<file path="config.mk">
export PLATFORM = sky130hd
export DESIGN_NAME = stream_accumulator
export DESIGN_NICKNAME = d
export VERILOG_FILES = /design/src/rtl/stream_accumulator.sv
export SDC_FILE = /design/constraint.sdc
export NUM_CORES = 1
export LEC_CHECK = 0
export CAP_MARGIN = 0
export CORE_MARGIN = 3
export CORE_UTILIZATION = 38
export CTS_BUF_LIST = sky130_fd_sc_hd__clkbuf_4
export DETAILED_ROUTE_END_ITERATION = 10
export GPL_ROUTABILITY_DRIVEN = 0
export RECOVER_POWER = 100
export SLEW_MARGIN = 20
export SYNTH_ARGS = -nofsm -noshare
export SYNTH_HDL_FRONTEND = slang
export SYNTH_SLANG_ARGS = --single-unit
</file>
<file path="constraint.sdc">
create_clock -name clk -period 21.1 [get_ports clk]
set_clock_uncertainty 0.05 [all_clocks]
set_input_delay 3.165 -clock clk [delete_from_list [all_inputs] [get_ports clk]]
set_output_delay 3.165 -clock clk [all_outputs]
set_load 0.03 [all_outputs]
</file>
<file path="src/rtl/stream_accumulator.sv">
// Multi-channel signed stream accumulator: one running sum per channel, one
// result beat (sum, beat count, sticky overflow) per frame closed by s_tlast.
module stream_accumulator #(
  parameter int unsigned DATA_W = 32,
  parameter int unsigned ACC_W  = 48,
  parameter int unsigned NCH    = 4,
  parameter int unsigned CH_W   = (NCH > 1) ? $clog2(NCH) : 1,
  parameter int unsigned CNT_W  = 16,
  parameter bit          SAT    = 1'b1
) (
  input  logic              clk,
  input  logic              rst,
  input  logic              s_tvalid,
  output logic              s_tready,
  input  logic [DATA_W-1:0] s_tdata,
  input  logic [CH_W-1:0]   s_tid,
  input  logic              s_tlast,
  output logic              m_tvalid,
  input  logic              m_tready,
  output logic [ACC_W-1:0]  m_tdata,
  output logic [CH_W-1:0]   m_tid,
  output logic [CNT_W-1:0]  m_tcount,
  output logic              m_tovf,
  output logic              m_tlast
);

  localparam int unsigned SUM_W = ACC_W + 1;
  localparam logic [ACC_W-1:0] ACC_MAX = {1'b0, {(ACC_W-1){1'b1}}};
  localparam logic [ACC_W-1:0] ACC_MIN = {1'b1, {(ACC_W-1){1'b0}}};

  logic [ACC_W-1:0] acc_q [NCH];
  logic [CNT_W-1:0] cnt_q [NCH];
  logic             ovf_q [NCH];

  logic             m_tvalid_q;
  logic [ACC_W-1:0] m_tdata_q;
  logic [CH_W-1:0]  m_tid_q;
  logic [CNT_W-1:0] m_tcount_q;
  logic             m_tovf_q;
  logic             m_tlast_q;

  logic             beat_c;
  logic             ch_ok_c;
  logic [CH_W-1:0]  ch_idx_c;
  logic [ACC_W-1:0] acc_sel_c;
  logic [CNT_W-1:0] cnt_sel_c;
  logic [SUM_W-1:0] sum_c;
  logic             ovf_beat_c;
  logic [ACC_W-1:0] acc_d;
  logic [CNT_W-1:0] cnt_d;
  logic             ovf_d;

  // Ready depends only on the output register and downstream, never on s_*.
  assign s_tready = rst & (~m_tvalid_q | m_tready);

  // Per-beat sum, overflow detection, clamp/wrap and saturating count.
  always_comb begin
    beat_c     = s_tvalid & s_tready;
    ch_ok_c    = (32'(s_tid) < NCH);
    ch_idx_c   = ch_ok_c ? s_tid : '0;
    acc_sel_c  = acc_q[ch_idx_c];
    cnt_sel_c  = cnt_q[ch_idx_c];
    sum_c      = {acc_sel_c[ACC_W-1], acc_sel_c}
               + {{(SUM_W-DATA_W){s_tdata[DATA_W-1]}}, s_tdata};
    ovf_beat_c = sum_c[ACC_W] ^ sum_c[ACC_W-1];
    acc_d      = sum_c[ACC_W-1:0];
    if (ovf_beat_c && SAT) begin
      acc_d = sum_c[ACC_W] ? ACC_MIN : ACC_MAX;
    end
    cnt_d = (&cnt_sel_c) ? cnt_sel_c : cnt_sel_c + CNT_W'(1);
    ovf_d = ovf_q[ch_idx_c] | ovf_beat_c;
  end

  // Channel state and the single result register.
  always_ff @(posedge clk) begin
    if (!rst) begin
      for (int unsigned i = 0; i < NCH; i++) begin
        acc_q[i] <= '0;
        cnt_q[i] <= '0;
        ovf_q[i] <= 1'b0;
      end
      m_tvalid_q <= 1'b0;
      m_tdata_q  <= '0;
      m_tid_q    <= '0;
      m_tcount_q <= '0;
      m_tovf_q   <= 1'b0;
      m_tlast_q  <= 1'b0;
    end else begin
      if (m_tvalid_q && m_tready) begin
        m_tvalid_q <= 1'b0;
      end
      if (beat_c && ch_ok_c) begin
        if (s_tlast) begin
          acc_q[ch_idx_c] <= '0;
          cnt_q[ch_idx_c] <= '0;
          ovf_q[ch_idx_c] <= 1'b0;
          m_tvalid_q      <= 1'b1;
          m_tdata_q       <= acc_d;
          m_tid_q         <= ch_idx_c;
          m_tcount_q      <= cnt_d;
          m_tovf_q        <= ovf_d;
          m_tlast_q       <= (ch_idx_c == CH_W'(NCH - 1));
        end else begin
          acc_q[ch_idx_c] <= acc_d;
          cnt_q[ch_idx_c] <= cnt_d;
          ovf_q[ch_idx_c] <= ovf_d;
        end
      end
    end
  end

  assign m_tvalid = m_tvalid_q;
  assign m_tdata  = m_tdata_q;
  assign m_tid    = m_tid_q;
  assign m_tcount = m_tcount_q;
  assign m_tovf   = m_tovf_q;
  assign m_tlast  = m_tlast_q;

endmodule

</file>
# [After elaboration in Yosys (flattened, before gate mapping)]
# Memories as Yosys holds them, arrays and structs flattened.
# Cells that the tools add are included.
[word_totals] reg_bits=69 mem_bits_rw=260 input_bits=39 output_inout_bits=70 word_cells=54 n_memories=3
[op_classes] add_sub_neg=2 eq_ne=1 muxes=27 n_bitwise=9 n_reduce_logical=6
[memory_table] memory="acc_q" depth=4 width=48 read_ports=1 rd_clocked_by_memory_dff=0 wr=4 line_no="31" text="logic [ACC_W-1:0] acc_q [NCH];"
[memory_table] memory="cnt_q" depth=4 width=16 read_ports=1 rd_clocked_by_memory_dff=0 wr=4 line_no="32" text="logic [CNT_W-1:0] cnt_q [NCH];"
[memory_table] memory="ovf_q" depth=4 width=1 read_ports=1 rd_clocked_by_memory_dff=0 wr=4 line_no="33" text="logic ovf_q [NCH];"
[ops] op="2-to-1 mux 48 bit" count=4
[ops] op="adder 48 x 32 -> 49 bit" count=1
[ops] op="2-to-1 mux 16 bit" count=3
[ops] op="OR reduction 48 bit" count=1
[ops] op="2-to-1 mux 1 bit" count=17
[ops] op="adder 16 x 1 -> 16 bit (second input constant)" count=1
[ops] op="AND reduction 16 bit" count=1
[ops] op="OR reduction 16 bit" count=1
[ops] op="2-to-1 mux 2 bit" count=3
[ops] op="OR 1 bit" count=5
[ops] op="AND 1 bit" count=2
[ops] op="equality test 2 bit (second input constant)" count=1
[ops] op="AND reduction 2 bit" count=1
[ops] op="logical AND 1 bit" count=1
[ops] op="inverter 1 bit" count=1
[ops] op="OR reduction 1 bit" count=1
[ops] op="XOR 1 bit" count=1

# [Logic depth before layout (Yosys ltp)]
[depth] word_depth=10 mapped_depth=19 depth_no_buf=13

# [Worst setup path after synthesis]
# OpenSTA, ideal clock, no wires.
[synth_path] kind="input-to-reg" start="input s_tid[0]" end="memory acc_q[3][0] (enable)" setup_ns=0.578 arrival_ns=9.010 t_required_ns=20.472 setup_slack_ns=11.462 stages=6 path_buffers=4 path_cell_list="buf_4 -> buf_2 -> buf_2 -> buf_1 -> nand2_1 -> o21ai_0"
[synth_lines] element="start, declared" line_no="16" text="input logic [CH_W-1:0] s_tid,"
[synth_lines] element="end, declared" line_no="31"

==> flow_metrics.py <==
metrics = {
    "final_layout": {
        "area_growth_pct": 14.8,
        "final_cell_mix": "nor2_1 (268), edfxtp_1 (257), clkbuf_4 (135)",
        "nets": 1678,
        "fin_util_pct": 44.4,
        "final_common_cell": "nor2_1",
        "postLayoutCellArea_um2": 19200,
        "layout-drive-gt1-share_pct": 14.4,
    },
    "pwr": {
        "p_total_w": 0.00172,
        "leakage_nw": 7.38,
        "p_per_area_nw_per_um2": 89.5,
        "max-vdd-ir-drop_v": 0.0000427,
    },
    "synthesis": {
        "netlist_instances": 1478,
        "synth_ff_type": "edfxtp_1",
        "synth_area_um2": 16700,
        "ys_seq_elements": 329,
        "avgSynthCellArea_um2": 11.3,
        "synth_nets": 1567,
        "yosysSeqAreaShare_pct": 54.7,
        "synth_cell_type_count": 72,
        "synth_edf_count": 257,
        "synth-async-reset-ratio_pct": 0,
        "yosys_warnings": 0,
    },
    "run_status": {
        "outcome": "finished, violations left",
        "violations": "capacitance limit, slew limit",
    },
    "floorplan": {
        "dieArea_um2": 46600,
        "start_util_pct": 38.7,
        "core-area_um2": 43300,
        "rows": 76,
        "die_w_um": 216,
        "ios": 109,
        "die_y_um": 216,
    },
    "clocking": {
        "htreeDepth": 3,
        "clockBufferDepth": 3,
        "postCtsSetupBuffers": 0,
        "post_cts_resized": 0,
        "clk_pin_slew_ns": 0.07,
        "cts_root_buf": "clkbuf_4",
        "ctsHoldBuffers": 0,
        "insertion_delay_ns": 0.81,
        "cts_num_sinks": 329,
        "cts_tree": "yes",
        "cts_buffers": 85,
    },
    "critical_path": {
        "worstSetupPathType": "in -> reg",
        "path_common_cell": "clkbuf_1",
        "cp_max_fo": 46,
        "cp.arrival_ns": 12.95,
        "slowest_stage": "clkbuf_1",
        "critPathBufInv": 5,
        "cpLargestDelayFamily": "buffers and inverters",
        "critical_path_required_ns": 21.66,
        "slowest_delay_ns": 2.27,
        "crit_chain": "clkbuf_1 > clkbuf_1 > mux4_2 > ha_1 > inv_1 > fa_1 > nand2b_1 > a21oi_1 > o21a_1 > o211ai_1 > a311oi_1 > a31oi_2 > clkbuf_1 > a21oi_1 > clkbuf_1 > o21ai_0 > nor2_1",
        "cp-end-kind": "register",
        "cp-start-kind": "input port",
    },
    "routing": {
        "routedWlPerCell_um": 21.3,
        "first_iter_violations": 1168,
        "viasPerCell": 5.53,
        "dr.pass1.iters": 5,
        "via_count": 12400,
        "route.detailed.drc": 0,
        "ant_nets": 0,
        "wl_um": 47800,
    },
    "sta": {
        "rsz0062_at_grt": "false",
        "setup_slack_ns": 8.71,
        "hold_viol": 0,
        "fin_crit_ns": 12.39,
        "fin_crit_sh_pct": 58.7,
        "drv_slew": 385,
        "finalSetupViolCount": 0,
        "timing.fmax_mhz": 80.7,
        "worstMarginPinSlew_ns": 4.26,
        "relSlewSlack_pct": -187,
        "setup_tns_ns": 0,
    },
    "grt": {
        "grt_pass1_wl_um": 73800,
        "grt_overflow": 0,
        "antenna_found_initial": 2,
        "grt_pass1_vias": 12600,
        "grt_max_degree": 65,
        "grt_util_all_layers_pct": 20.5,
    },
    "placed_design": {
        "dp_hpwl_um": 30000,
        "place_area_um2": 18300,
        "pre_cts_ws_ns": 12.64,
        "numPortBuffers": 108,
    },
    "worst_hold_path": {
        "min_path_type": "reg -> reg",
    },
    "flow_run": {
        "max_cap_violations": 11,
    },
}
==> Yosys cell counts, types with 23 or more instances <==
cell type	n	area share [%]
nor2_1	268	6.0
edfxtp_1	257	46
dfxtp_1	72	8.6
nor3_1	24	0.72
a21oi_1	104	3.1
xnor2_1	29	1.5
mux4_2	65	8.7
nand2_1	108	2.4
xor2_1	23	1.2
clkbuf_1	64	1.4
ha_1	49	3.7
nand3_1	31	0.93
o21ai_0	89	2.7
==> final timing paths <==
check / start / endpoint / slack (ns) / cells after the start
setup reg to reg: m_tvalid / acc_q[3][30] / 14.18 / 5
setup / recovery: s_tid[1] / acc_q[0][25] / 8.71 / 17
hold / removal: m_tdata[8] / m_tdata[8] / 0.39 / 2
hold reg to reg: m_tdata[8] / m_tdata[8] / 0.39 / 2
==> worst reg2reg max path, cell delays in order, from the launching register on <==
cell and delay (ns):
dfxtp_1 0.31, nand2b_1 0.07, and2_0 0.30, nand2_1 0.19, o21ai_0 3.17, clkbuf_1 2.29
==> report_power, final <==
part	leakage, nW	switching (W)	internal, W
Sequential	3.26	0.0000134	0.000739
Combinational	3.44	0.000270	0.000129
Clock	0.674	0.000266	0.000302
==> metrics by stage <==
| step | hold slack (ns) | std cells |
|---|---|---|
| global placement | 0.379 | 2087 |
| floorplan | 0.398 | 1478 |
| detailed placement | 0.382 | 2087 |
| global route | 0.404 | 2246 |
| finish | 0.386 | 2247 |
| CTS | 0.391 | 2240 |
==> area by class of cell <==
cell class                 count  area, um^2
sequential                   329        9160
antenna                        7        17.5
clock buffer                 135        1010
inverter                      19        71.3
fill                        4116       24000
tap                          585         732
clock inverter                18         110
timing repair buffer         123        1150
multi-input combinational   1031        6980
==> registers in the layout (all words and copies together), names as in the netlist <==
| name | flops |
|---|---|
| m_tid | 2 |
| m_tlast | 1 |
| m_tcount | 16 |
| cnt_q | 64 |
| ovf_q | 4 |
| m_tvalid | 1 |
| m_tovf | 1 |
| m_tdata | 48 |
| acc_q | 192 |
==> per-layer routing <==
layer  vias up  share of wire (%)  global-route usage (%)
li1       5752                  -                       -
met1      6230                 44                    28.1
met2       393                 48                    33.6
met3        62                6.2                    3.96
met4         0                1.7                    5.36
met5         -                  0                       0
==> kinds of logic (layout without fill, tap and decap cells) <==
family	after synthesis	count (layout)	synth area share [%]
and+or+nand+nor	521	521	13.8
DFF	329	329	54.7
AOI/OAI and AO/OA	328	328	12.3
buffers and inverters	118	295	3.03
muxes	68	68	8.94
adders and majority gates	62	62	4.58
xor gates and xnor gates	52	52	2.72
other	0	7	0
Power figures use the tool's default switching activity.
